===== src/rtl/wca_ddc_strobe_controller_if.sv =====
// Bus interface for the DDC strobe controller.
//   master : drives run enable, sample strobe, config byte, rate/frequency writes
//   slave  : drives decimated/baseband strobes, CORDIC phase, committed rate, status
interface wca_ddc_strobe_controller_if #(
   parameter int PHASE_WIDTH = 32
);
   logic                   enable;
   logic                   strobe_adc;
   logic [7:0]             cfg;
   logic [9:0]             rate_decim;
   logic                   rate_we;
   logic [PHASE_WIDTH-1:0] freq_word;
   logic                   freq_we;
   logic                   strobe_cic;
   logic                   strobe_bb;
   logic [PHASE_WIDTH-1:0] phase_cordic;
   logic [9:0]             rate_active;
   logic [3:0]             log2_rate;
   logic                   running;

   modport master (
      output enable, strobe_adc, cfg, rate_decim, rate_we, freq_word, freq_we,
      input  strobe_cic, strobe_bb, phase_cordic, rate_active, log2_rate, running
   );

   modport slave (
      input  enable, strobe_adc, cfg, rate_decim, rate_we, freq_word, freq_we,
      output strobe_cic, strobe_bb, phase_cordic, rate_active, log2_rate, running
   );
endinterface


===== src/rtl/wca_ddc_strobe_controller.sv =====
// DDC strobe controller: derives the CIC decimation strobe, the baseband strobe
// and the CORDIC down-conversion phase from the ADC sample strobe.
//   clock, reset : system clock, async active-low reset
//   bus (slave)  : enable, strobe_adc, cfg, rate_decim/rate_we, freq_word/freq_we in;
//                  strobe_cic, strobe_bb, phase_cordic, rate_active, log2_rate, running out
// cfg bits: [1] clear, [2] CORDIC bypass, [4] CIC strobe bypass, [5] half-band bypass.
module wca_ddc_strobe_controller #(
   parameter int DEFAULT_RATE = 4,
   parameter int PRIME_COUNT  = 2,
   parameter int PHASE_WIDTH  = 32
) (
   input logic                        clock,
   input logic                        reset,
   wca_ddc_strobe_controller_if.slave bus
);

   typedef enum logic [1:0] {IDLE = 2'd0, PRIME = 2'd1, RUN = 2'd2} state_t;

   // Index of the highest set bit; 0 and 1 both map to 0.
   function automatic logic [3:0] flog2(input logic [9:0] v);
      flog2 = 4'd0;
      for (int i = 1; i < 10; i++)
         if (v[i]) flog2 = 4'(i);
   endfunction

   state_t                 state, state_nxt;
   logic [9:0]             cnt;
   logic [3:0]             prime_cnt;
   logic                   bb_tog;
   logic [9:0]             rate_act, rate_pend;
   logic                   pend_flag;
   logic [3:0]             log2_r;
   logic [PHASE_WIDTH-1:0] phase, inc;
   logic                   cic_r, bb_r;

   logic                   go_idle, act, boundary, qual, emit;
   logic                   in_prime, in_run, prime_done;
   logic [9:0]             r_eff;
   logic                   unused_cfg;

   assign unused_cfg = ^{bus.cfg[7:6], bus.cfg[3], bus.cfg[0]};

   assign go_idle  = !bus.enable || bus.cfg[1];
   // Counting happens only in PRIME/RUN and not on the edge that drops to IDLE.
   assign act      = (state != IDLE) && !go_idle;
   assign r_eff    = (rate_act == 10'd0) ? 10'd1 : rate_act;
   assign boundary = act && bus.strobe_adc && (cnt >= r_eff - 10'd1);
   assign qual     = act && bus.strobe_adc && (bus.cfg[4] || boundary);
   assign emit     = qual && in_run;
   // A suppressed pulse in PRIME that brings the count to PRIME_COUNT moves to RUN.
   assign prime_done = qual && (({1'b0, prime_cnt} + 5'd1) >= 5'(PRIME_COUNT));

   // ---- FSM: state register ----
   always_ff @(posedge clock or negedge reset) begin
      if (!reset) state <= IDLE;
      else        state <= state_nxt;
   end

   // ---- FSM: next state ----
   always_comb begin
      state_nxt = state;
      if (go_idle) state_nxt = IDLE;
      else begin
         case (state)
            IDLE:    state_nxt = (PRIME_COUNT == 0) ? RUN : PRIME;
            PRIME:   if (prime_done) state_nxt = RUN;
            RUN:     state_nxt = RUN;
            default: state_nxt = IDLE;
         endcase
      end
   end

   // ---- FSM: outputs ----
   always_comb begin
      in_prime = 1'b0;
      in_run   = 1'b0;
      case (state)
         PRIME:   in_prime = 1'b1;
         RUN:     in_run   = 1'b1;
         default: ;
      endcase
   end

   // ---- counters, strobes, bb toggle ----
   always_ff @(posedge clock or negedge reset) begin
      if (!reset) begin
         cnt       <= '0;
         prime_cnt <= '0;
         bb_tog    <= 1'b0;
         cic_r     <= 1'b0;
         bb_r      <= 1'b0;
      end else begin
         cic_r <= emit;
         bb_r  <= emit && (bus.cfg[5] || bb_tog);
         if (!act) begin
            cnt       <= '0;
            prime_cnt <= '0;
            bb_tog    <= 1'b0;
         end else begin
            if (bus.strobe_adc) cnt <= boundary ? 10'd0 : cnt + 10'd1;
            if (qual && in_prime) prime_cnt <= prime_cnt + 4'd1;
            if (emit) bb_tog <= ~bb_tog;
         end
      end
   end

   // ---- rate pending/commit ----
   always_ff @(posedge clock or negedge reset) begin
      if (!reset) begin
         rate_act  <= 10'(DEFAULT_RATE);
         rate_pend <= 10'(DEFAULT_RATE);
         pend_flag <= 1'b0;
         log2_r    <= flog2(10'(DEFAULT_RATE));
      end else if (bus.rate_we && boundary) begin
         // A write landing on a boundary bypasses the pending stage.
         rate_act  <= bus.rate_decim;
         rate_pend <= bus.rate_decim;
         pend_flag <= 1'b0;
         log2_r    <= flog2(bus.rate_decim);
      end else if (bus.rate_we) begin
         rate_pend <= bus.rate_decim;
         pend_flag <= 1'b1;
      end else if (pend_flag && (state == IDLE || boundary)) begin
         rate_act  <= rate_pend;
         pend_flag <= 1'b0;
         log2_r    <= flog2(rate_pend);
      end
   end

   // ---- phase accumulator ----
   always_ff @(posedge clock or negedge reset) begin
      if (!reset) begin
         phase <= '0;
         inc   <= '0;
      end else begin
         if (bus.freq_we) inc <= bus.freq_word;
         if (!act || bus.cfg[2]) phase <= '0;
         else if (bus.strobe_adc) phase <= phase + inc;
      end
   end

   assign bus.strobe_cic   = cic_r;
   assign bus.strobe_bb    = bb_r;
   assign bus.phase_cordic = phase;
   assign bus.rate_active  = rate_act;
   assign bus.log2_rate    = log2_r;
   assign bus.running      = in_run;

endmodule


===== src/flat_wrapper.sv =====
// flat-port wrapper written by rule: the top's interface ports become plain ports
module wca_ddc_strobe_controller_flat 
#(
   parameter int DEFAULT_RATE = 4,
   parameter int PRIME_COUNT  = 2,
   parameter int PHASE_WIDTH  = 32
)
  (clock, reset, bus_enable, bus_strobe_adc, bus_cfg, bus_rate_decim, bus_rate_we, bus_freq_word, bus_freq_we, bus_strobe_cic, bus_strobe_bb, bus_phase_cordic, bus_rate_active, bus_log2_rate, bus_running);
  wca_ddc_strobe_controller_if #(.PHASE_WIDTH(PHASE_WIDTH)) bus_i ();
  input logic clock;
  input logic reset;
  input wire logic [$bits(bus_i.enable)-1:0] bus_enable;
  input wire logic [$bits(bus_i.strobe_adc)-1:0] bus_strobe_adc;
  input wire logic [$bits(bus_i.cfg)-1:0] bus_cfg;
  input wire logic [$bits(bus_i.rate_decim)-1:0] bus_rate_decim;
  input wire logic [$bits(bus_i.rate_we)-1:0] bus_rate_we;
  input wire logic [$bits(bus_i.freq_word)-1:0] bus_freq_word;
  input wire logic [$bits(bus_i.freq_we)-1:0] bus_freq_we;
  output wire logic [$bits(bus_i.strobe_cic)-1:0] bus_strobe_cic;
  output wire logic [$bits(bus_i.strobe_bb)-1:0] bus_strobe_bb;
  output wire logic [$bits(bus_i.phase_cordic)-1:0] bus_phase_cordic;
  output wire logic [$bits(bus_i.rate_active)-1:0] bus_rate_active;
  output wire logic [$bits(bus_i.log2_rate)-1:0] bus_log2_rate;
  output wire logic [$bits(bus_i.running)-1:0] bus_running;
  assign bus_i.enable = bus_enable;
  assign bus_i.strobe_adc = bus_strobe_adc;
  assign bus_i.cfg = bus_cfg;
  assign bus_i.rate_decim = bus_rate_decim;
  assign bus_i.rate_we = bus_rate_we;
  assign bus_i.freq_word = bus_freq_word;
  assign bus_i.freq_we = bus_freq_we;
  assign bus_strobe_cic = bus_i.strobe_cic;
  assign bus_strobe_bb = bus_i.strobe_bb;
  assign bus_phase_cordic = bus_i.phase_cordic;
  assign bus_rate_active = bus_i.rate_active;
  assign bus_log2_rate = bus_i.log2_rate;
  assign bus_running = bus_i.running;
  wca_ddc_strobe_controller #(.DEFAULT_RATE(DEFAULT_RATE), .PRIME_COUNT(PRIME_COUNT), .PHASE_WIDTH(PHASE_WIDTH)) u_core (.clock(clock), .reset(reset), .bus(bus_i));
endmodule

===== config.mk =====
export PLATFORM = sky130hd
export DESIGN_NAME = wca_ddc_strobe_controller_flat
export DESIGN_NICKNAME = d
export VERILOG_FILES = /design/src/rtl/wca_ddc_strobe_controller_if.sv /design/src/rtl/wca_ddc_strobe_controller.sv /design/src/flat_wrapper.sv
export SDC_FILE = /design/constraint.sdc
export NUM_CORES = 1
export LEC_CHECK = 0
export BUFFER_PORTS_ARGS = -buffer_cell sky130_fd_sc_hd__buf_2
export CAP_MARGIN = 20
export CORE_MARGIN = 5
export CORE_UTILIZATION = 40
export CTS_CLUSTER_SIZE = 28
export DETAILED_ROUTE_END_ITERATION = 7
export PLACE_DENSITY_LB_ADDON = 0.3
export SETUP_SLACK_MARGIN = 0.05
export SLEW_MARGIN = 30
export SYNTH_ARGS = -nofsm -noshare
export SYNTH_HDL_FRONTEND = slang
export SYNTH_SLANG_ARGS = --single-unit

===== constraint.sdc =====
create_clock -name clock -period 4.07 [get_ports clock]
set_input_delay 0.2035 -clock clock [delete_from_list [all_inputs] [get_ports clock]]
set_output_delay 0.2035 -clock clock [all_outputs]
set_load 0.005 [all_outputs]

==> Word level (Yosys, flattened, before mapping) <==
Cells that the tools add are included.
{ "word_totals": {"out_inout_bits": 49, "elab_cells": 97, "input_bits": 56, "reg_bits": 108} }
{ "classes": {"n_addsub": 5, "n_eq_ne": 7, "n_mux": 44, "bitwise": 1, "order_cmp": 2, "n_reduce_logical": 26} }
{ "ops": {"columns": ["op", "count"], "rows": [
  ["2-to-1 mux 10 bit", 9],
  ["2-to-1 mux 32 bit", 2],
  ["2-to-1 mux 4 bit", 9],
  ["adder 32 bit", 1],
  ["2-to-1 mux 3 bit", 8],
  ["2-to-1 mux 2 bit", 6],
  ["adder 10 x 1 -> 10 bit (second input constant)", 1],
  [">= comparator 10 bit", 1],
  ["logical AND 1 bit", 10],
  ["logical NOT 10 bit", 1],
  ["subtractor 10 x 1 -> 10 bit (second input constant)", 1],
  ["2-to-1 mux 1 bit", 9],
  ["nonzero test 2 bit", 4],
  ["!= test 2 bit (second input constant)", 3],
  ["case mux 2 bit (3 select lines)", 1],
  ["adder 4 x 1 -> 5 bit (second input constant)", 1],
  [">= comparator 5 x 2 -> 1 bit (second input constant)", 1],
  ["logical OR 1 bit", 5],
  ["adder 4 x 1 -> 4 bit (second input constant)", 1],
  ["logical NOT 1 bit", 3],
  ["!= test 3 x 1 -> 1 bit (second input constant)", 1],
  ["nonzero test 3 bit", 1],
  ["equality test 2 x 1 -> 1 bit (second input constant)", 1],
  ["equality test 2 bit (second input constant)", 1],
  ["4 further kinds", 4]
]} }

==> Depth between registers and ports, before layout <==
Gate-level depths: netlist (run 1).
{ "logic_depth": {"ltp_word": 12, "mapped_depth": 16, "ltp_nobuf": 15} }

==> Least setup slack after synthesis (run 1) <==
Ideal clock, no wire load.
{ "synth_timing": {"kind": "flip-flop to flip-flop", "start": "register u_core.rate_act[3], in the netlist u_core.bus.rate_active[3]", "end": "register u_core.rate_act[7], in the netlist u_core.bus.rate_active[7]", "period_less_slack_ns": 3.844, "path_slack_ns": 0.226, "stages_incl_launch_ff": 16, "setup_time_ns": 0.128, "n_path_buf": 1, "t_required_ns": 3.942, "arrival_ns": 3.716, "path_cell_list": "dfrtp_1 > or4_1 > nor4_1 > nor2b_1 > a21oi_1 > ha_1 > inv_1 > or4_1 > xor2_1 > ha_1 > a21oi_1 > o21ai_4 > a32oi_4 > buf_6 > mux2_1 > mux2_1"} }
{ "synth_between": {"elab_chain_cells": 9, "word_cells_on_any_way": 12, "classes_between": "add/sub (1); order compare (1); eq/ne (1); mux (2); reduce/logical (7)"} }
{ "synth_rtl": {"columns": ["element", "line_no", "rtl"], "rows": [
  ["start, declared", "wca_ddc_strobe_controller.sv:30", "logic [9:0] rate_act, rate_pend;"],
  ["start signal, assigned", "wca_ddc_strobe_controller.sv:110", "rate_act <= 10'(DEFAULT_RATE);"],
  ["start signal, assigned", "wca_ddc_strobe_controller.sv:116", "rate_act <= bus.rate_decim;"],
  ["start signal, assigned", "wca_ddc_strobe_controller.sv:124", "rate_act <= rate_pend;"],
  ["logical NOT 10 bit", "wca_ddc_strobe_controller.sv:46", "assign r_eff = (rate_act == 10'd0) ? 10'd1 : rate_act;"],
  ["2-to-1 mux 10 bit *", "wca_ddc_strobe_controller.sv:46", null],
  ["subtractor 10 x 1 -> 10 bit *", "wca_ddc_strobe_controller.sv:47", "assign boundary = act && bus.strobe_adc && (cnt >= r_eff - 10'd1);"],
  [">= comparator 10 bit *", "wca_ddc_strobe_controller.sv:47", null],
  ["logical AND 1 bit *", "wca_ddc_strobe_controller.sv:47", null],
  ["logical OR 1 bit", "wca_ddc_strobe_controller.sv:123", "end else if (pend_flag && (state == IDLE || boundary)) begin"],
  ["logical AND 1 bit", "wca_ddc_strobe_controller.sv:123", null],
  ["nonzero test 2 bit (no source line)", null, null],
  ["AND reduction 2 bit (no source line)", null, null]
]} }
Every way passes the cells marked *; elsewhere a longest branch is shown, timed or not.
A chain may end at the register's enable or synchronous reset.

==> Worst setup path after layout (run 1) <==
{ "layout_timing": {"start": "register u_core.rate_act[2], in the netlist u_core.bus.rate_active[2]", "end": "register u_core.rate_act[5], in the netlist u_core.bus.rate_active[5]"} }
Same word-level chain as after synthesis.

==> impl_metrics.json, run 1 <==
{
  "status": "completed",
  "drv_cap": 0,
  "crit_chain": "or4_1, nor4_2, nor2b_1, a21oi_2, ha_2, inv_1, or4_1, xor2_1, ha_1, a21oi_1, o21ai_4, a32oi_4, buf_12, mux2_2, mux2_1",
  "max_freq_mhz": 262,
  "place_area_mm2": 0.00752,
  "reg2reg_slack_ns": 0.25,
  "dp_hpwl_um": 11400,
  "power.leakage_nw": 3.71,
  "netlist_area_mm2": 0.00670,
  "yosys_warnings": 0,
  "grt_max_degree": 43,
  "cts_buffers": 9,
  "initial_core_util": 0.405,
  "finalCritPeriodShare": 0.939,
  "tightest_slew_ns": 0.783,
  "drt-total-wl_um": 15000,
  "grt_first_pass_wirelength_um": 25600,
  "antenna_found_initial": 3,
  "finalSetupViolCount": 0,
  "via_per_inst": 5.29,
  "timing.rr.end": "u_core.bus.rate_active[5]",
  "final_common_cell": "dfrtp_1",
  "cts_max_level": 3,
  "coreArea_mm2": 0.0165,
  "mostFrequentLayoutCells": "dfrtp_1, buf_2, nand2_1, a21oi_1, mux2_2",
  "rr_worst_depth": 15,
  "synth_top_area_frac": 0.392,
  "slowest_stage": "dfstp_2",
  "clock_sinks": 108,
  "crit_top_cell": "or4_1",
  "cts_tree": "built",
  "drt_pass1_iterations": 6,
  "rsz0062_at_grt": "no",
  "grt.total_usage": 0.158,
  "io_buffers": 100,
  "syn2layout_area_growth_pct": 17.1,
  "arrival_ns": 4.06,
  "wl_per_cell_um": 15.2,
  "worstHoldPathCells": 2,
  "crit_fanout": 11,
  "worst-path-buf-inv": 2,
  "hold_class": "input port to register",
  "period_minus_slack_ns": 3.82,
  "synth_area_leaders": "dfrtp_1, ha_1, mux2_2",
  "antenna_left": 0,
  "r2r-start": "u_core.bus.rate_active[2]",
  "syn_avg_cell_area_um2": 10.1,
  "clk_latency_ns": 0.36,
  "fin_tns_setup_ns": 0,
  "yosys.area.top_type": "dfrtp_1",
  "synth.net_count": 770,
  "antenna_cells": 0,
  "drive_gt1_frac": 0.268,
  "synth_top_family_by_area": "compound AO/OA/AOI/OAI gates",
  "hold_end": "u_core.bus.strobe_bb",
  "hold_viol": 0,
  "p_total_mw": 2.76,
  "hp-start": "bus_cfg[5]",
  "cts_buffer_depth": 2,
  "io_pins": 105,
  "synth_compound_area_frac": 0.189,
  "cts_root_buf": "clkbuf_16",
  "gp_congestion": 0.849,
  "slew_violations": 0,
  "multi_input_area_mm2": 0.00384,
  "cp-start-kind": "register",
  "drt_iter0_markers": 219,
  "synth_edf_count": 0,
  "critical_path_class": "register to register",
  "ir_worst_vdd_uv": 254,
  "rows": 47,
  "vias": 5242,
  "drc": 0,
  "synthCells": 664,
  "overflow": 0,
  "crit_family": "simple AND/OR/NAND/NOR gates",
  "ys_ff_latch": 108,
  "synthMuxAreaShare": 0.128,
  "async_reset_ff_frac": 1.00,
  "relSlewSlack": 0.478,
  "synth_cell_type_count": 68,
  "synthFlopType": "dfrtp_1",
  "die_x_um": 139,
  "synth_simple_gate_area_share": 0.114,
  "stdcell_area_mm2": 0.00784,
  "grt_pass1_vias": 5169,
  "p_per_area_mw_per_mm2": 352,
  "fill_cells": 1576,
  "critical-path-max-stage-delay_ns": 0.59,
  "synthAdderAreaFrac": 0.0945,
  "endpoint_kind": "register",
  "ff_latch_area_mm2": 0.00271,
  "die-area_mm2": 0.0194,
  "fp.dieH_um": 139,
  "layout.nets": 872,
  "synth_xor_area_frac": 0.0445,
  "cts_setup_buffers": 0,
  "cts.clk_slew.worst_paths_ns": 0.07,
  "cp.required_ns": 4.31,
  "ys_seq_area_frac": 0.404,
  "fin_worst_skew_ns": 0.0119
}
-- synth_stat cells, drive strengths merged, types with 2 or more instances --
master  count
nor2b       5
inv        21
and2        3
or4         2
a211oi      5
o41ai       4
a21boi      2
a21o       17
o211ai      5
a41o        2
nand2      66
mux2       61
o31ai       4
a211o       2
dfstp       3
xnor2      17
or2         2
buf         8
nor3b       2
a21oi      57
nand2b      3
nand4       4
xor2       17
nor2       34
o22ai       2
or3         6
clkbuf     16
and3        7
nor3        7
a22o        4
ha         49
nand3      21
o21a        4
a31oi       9
mux2i      17
o22a        2
dfrtp     105
o21ai      48
o21bai      6
nor4        2
a41oi       3
-- power breakdown --
group          switching, mW  internal (mW)
Sequential            0.0860           1.18
Combinational          0.328          0.311
Clock                  0.417          0.438
Total                  0.831           1.93
-- how the worst max path moves through the flow --
stage,startpoint,to,slack [ns],depth (start not counted)
after floorplan,u_core.bus.rate_active[3],u_core.bus.rate_active[7],0.23,15
after global placement,u_core.bus.rate_active[2],u_core.bus.rate_active[5],0.23,15
after detailed placement,u_core.bus.rate_active[2],u_core.bus.rate_active[5],0.21,15
after CTS,u_core.bus.rate_active[2],u_core.bus.rate_active[5],0.20,15
after global routing,u_core.bus.rate_active[2],u_core.bus.rate_active[7],0.04,14
final,u_core.bus.rate_active[2],u_core.bus.rate_active[5],0.25,15
-- area by class of cell --
cell class | instances | share of cell area
clock buffer | 10 | 0.0305
clock inverter | 6 | 0.00607
inverter | 21 | 0.0101
multi-input combinational | 511 | 0.489
sequential | 108 | 0.345
tap | 220 | 0.0351
timing repair buffer | 115 | 0.0836
-- worst register-to-register path: cells and delay by family (launching register included) --
family	cells	cell delay, ns
xor gates and xnor gates	1	0.16
adders and majority gates	2	0.51
AOI/OAI and AO/OA	4	0.74
DFF	1	0.59
buffers and inverters	2	0.22
and+or+nand+nor	4	0.87
muxes	2	0.61
-- logic make-up (layout without fill, tap and decap cells) --
group / count (synthesis) / in the layout
buffers and inverters: 45 / 152
multiplexers: 78 / 78
adder cells (fa/ha/maj): 50 / 50
AO/OA/AOI/OAI: 184 / 184
flip-flops: 108 / 108
AND/OR/NAND/NOR: 165 / 165
XOR/XNOR: 34 / 34
-- through the flow --
step	std cells	worst slack, ns	hold slack (ns)	util
detailed placement	974	0.208	0.230	0.455
finish	991	0.248	0.0480	0.474
global route	991	0.0417	0.0586	0.474
global placement	974	0.228	0.228	0.455
floorplan	664	0.226	-0.0921	-
CTS	991	0.196	0.0427	0.473
-- layer usage --
layer / up-vias / part of all wire / wire length [um] / GRT usage
li1: 2616 / - / - / -
met1: 2484 / 0.46 / 6880 / 0.206
met2: 119 / 0.47 / 7020 / 0.260
met3: 17 / 0.062 / 933 / 0.0494
met4: 6 / 0.012 / 179 / 0.0360
met5: - / 0.0020 / 30 / 0
-- sequential cells by signal (all words and copies together), names as in the netlist --
name,flops
u_core.cnt,10
u_core.bus.rate_active,10
u_core.bus.log2_rate,4
u_core.bus.strobe_cic,1
u_core.bus.phase_cordic,32
u_core.rate_pend,10
u_core.pend_flag,1
u_core.bus.strobe_bb,1
u_core.inc,32
u_core.bb_tog,1
u_core.state,2
u_core.prime_cnt,4
-- repair_timing --
| action | in CTS | in global routing |
|---|---|---|
| endpoints found under the setup margin | 0 | 17 |
| gates resized for setup | 0 | 4 |
| hold endpoints to repair | 39 | 0 |
| hold buffers | 1 | 0 |
No activity file was read; power rests on OpenSTA's default activity.
==> run 2: changes to the inputs <==
==> constraint.sdc (replaced) <==
create_clock -name clock -period 4.07 [get_ports clock]
set_input_delay 0.2035 -clock clock [delete_from_list [all_inputs] [get_ports clock]]
set_output_delay 0.2035 -clock clock [all_outputs]
set_load 0.05 [all_outputs]
==> run 2 against run 1 <==
  * Sequential cell count unchanged
  * Count of clock-buffer cells in the layout up 3
  * Setup slack improved by 0.021 ns
  * First-iteration DRC count rose by 14%
  * Sequential share of layout area rose by 0.16 points
  * Critical endpoint unchanged
==> impl_metrics.json, run 2 (synthesis results as in run 1) <==
{
  "grt_first_pass_wirelength_um": 25800,
  "io_buffers": 100,
  "worst-path-buf-inv": 1,
  "initial_core_util": 0.405,
  "antenna_cells": 0,
  "critical-path-max-stage-delay_ns": 0.55,
  "period_minus_slack_ns": 3.80,
  "ir_worst_vdd_uv": 391,
  "grt_pass1_vias": 5176,
  "slew_violations": 0,
  "coreArea_mm2": 0.0165,
  "dp_hpwl_um": 11300,
  "drt-total-wl_um": 15100,
  "crit_fanout": 10,
  "max_freq_mhz": 263,
  "io_pins": 105,
  "hold_viol": 0,
  "power.leakage_nw": 3.68,
  "syn2layout_area_growth_pct": 16.7,
  "cts_setup_buffers": 0,
  "place_worst_setup_slack_ns": 0.140,
  "antenna_found_initial": 2,
  "die_x_um": 139,
  "via_per_inst": 5.27,
  "cts_buffer_depth": 2,
  "crit_family": "simple AND/OR/NAND/NOR gates",
  "slowest_stage": "or4_1",
  "setup_ws_ns": 0.269,
  "hold_class": "input port to register",
  "mostFrequentLayoutCells": "dfrtp_1, buf_2, nand2_1, a21oi_1, mux2_2",
  "drt_pass1_iterations": 4,
  "cp.required_ns": 4.31,
  "grt.total_usage": 0.159,
  "critical_path_class": "register to register",
  "cts_max_level": 3,
  "relSlewSlack": 0.483,
  "fin_worst_skew_ns": 0.00688,
  "final_common_cell": "dfrtp_1",
  "crit_chain": "or4_1, nor4_2, nor2b_4, a21oi_2, ha_2, ha_1, a21oi_1, o21ai_1, a31oi_2, o21ai_4, a32oi_4, buf_12, mux2_2, mux2_1",
  "drv_cap": 0,
  "cts_buffers": 9,
  "endpoint_kind": "register",
  "cts.clk_slew.worst_paths_ns": 0.07,
  "layout.nets": 869,
  "layout.cells.non_filler": 988,
  "grt_max_degree": 56,
  "status": "completed",
  "drt_iter0_markers": 249,
  "stdcell_area_mm2": 0.00782,
  "overflow": 0,
  "cp-start-kind": "register",
  "arrival_ns": 4.04,
  "fp.dieH_um": 139,
  "rsz0062_at_grt": "no",
  "cts_tree": "built",
  "drive_gt1_frac": 0.267,
  "place_area_mm2": 0.00750,
  "tightest_slew_ns": 0.776,
  "cts_root_buf": "clkbuf_16",
  "dp_cells": 971,
  "fin_tns_setup_ns": 0,
  "finalCritPeriodShare": 0.934,
  "wl_per_cell_um": 15.3,
  "antenna_left": 0,
  "p_per_area_mw_per_mm2": 374,
  "die-area_mm2": 0.0194,
  "gp_congestion": 0.845,
  "vias": 5210,
  "clk_latency_ns": 0.36,
  "clock_sinks": 108,
  "fill_cells": 1560,
  "drc": 0,
  "finalSetupViolCount": 0,
  "rows": 47
}
## run 2: cell count changes in the layout (fill, tap and decap cells not counted), sizes merged
cell,delta
clkinvlp,+2
clkinv,-3
inv,-2
clkbuf,+3
buf,-3
## run 2: routing by layer
| layer | up-vias | GRT usage | part of all wire |
|---|---|---|---|
| met5 | - | 0 | 0.0016 |
| met4 | 4 | 0.0427 | 0.016 |
| met3 | 22 | 0.0463 | 0.054 |
| met2 | 99 | 0.256 | 0.46 |
| met1 | 2457 | 0.210 | 0.47 |
| li1 | 2628 | - | - |
## run 2: worst reg2reg max path, stage by stage, from the launching register on
cell	delay, ns
dfstp_4	0.49
or4_1	0.55
nor4_2	0.21
nor2b_4	0.23
a21oi_2	0.08
ha_2	0.32
ha_1	0.22
a21oi_1	0.14
o21ai_1	0.09
a31oi_2	0.24
o21ai_4	0.12
a32oi_4	0.23
buf_12	0.17
mux2_2	0.33
mux2_1	0.28
## run 2: report_power, final
group / switching [mW] / leakage, nW / internal [mW]
combinational: 0.506 / 2.18 / 0.297
sequential: 0.102 / 1.37 / 1.18
clock: 0.391 / 0.128 / 0.449
total: 0.998 / 3.68 / 1.93
## run 2: path summary, 6_finish.rpt
path	from	endpoint	slack, ns	cells after the start
min in group asynchronous	reset	u_core.inc[5]	0.45	2
max in group asynchronous	reset	u_core.bus.rate_active[2]	2.72	3
worst max-delay path	u_core.bus.rate_active[2]	u_core.bus.rate_active[5]	0.27	14
worst min register to register	u_core.rate_pend[0]	u_core.rate_pend[0]	0.51	1
worst min-delay path	bus_cfg[5]	u_core.bus.strobe_bb	0.05	2
worst max register to register	u_core.bus.rate_active[2]	u_core.bus.rate_active[5]	0.27	14
## run 2: final cells by class
cell class | count | area (um2) | share of cell area
inverters | 21 | 78.8 | 0.0101
clock buffers | 13 | 260 | 0.0333
clock inverters | 3 | 22.5 | 0.00288
well taps | 220 | 275 | 0.0352
flip-flops and latches | 108 | 2710 | 0.347
repair buffers | 112 | 621 | 0.0794
multi-input cells | 511 | 3850 | 0.492
## run 2: what timing repair did
action / CTS / global route
setup endpoints to repair: 0 / 18
hold buffers: 1 / 0
resized for setup: 0 / 6
endpoints found under the hold margin: 53 / 0
## run 2: through the flow
stage / hold WS, ns / utilization / power [mW]
after global routing: 0.0634 / 0.473 / 3.10
after CTS: 0.0338 / 0.471 / 2.97
final: 0.0480 / 0.473 / 2.92
after global placement: 0.304 / 0.454 / 2.09
after detailed placement: 0.301 / 0.454 / 2.10
after floorplan: -0.0921 / - / 1.87
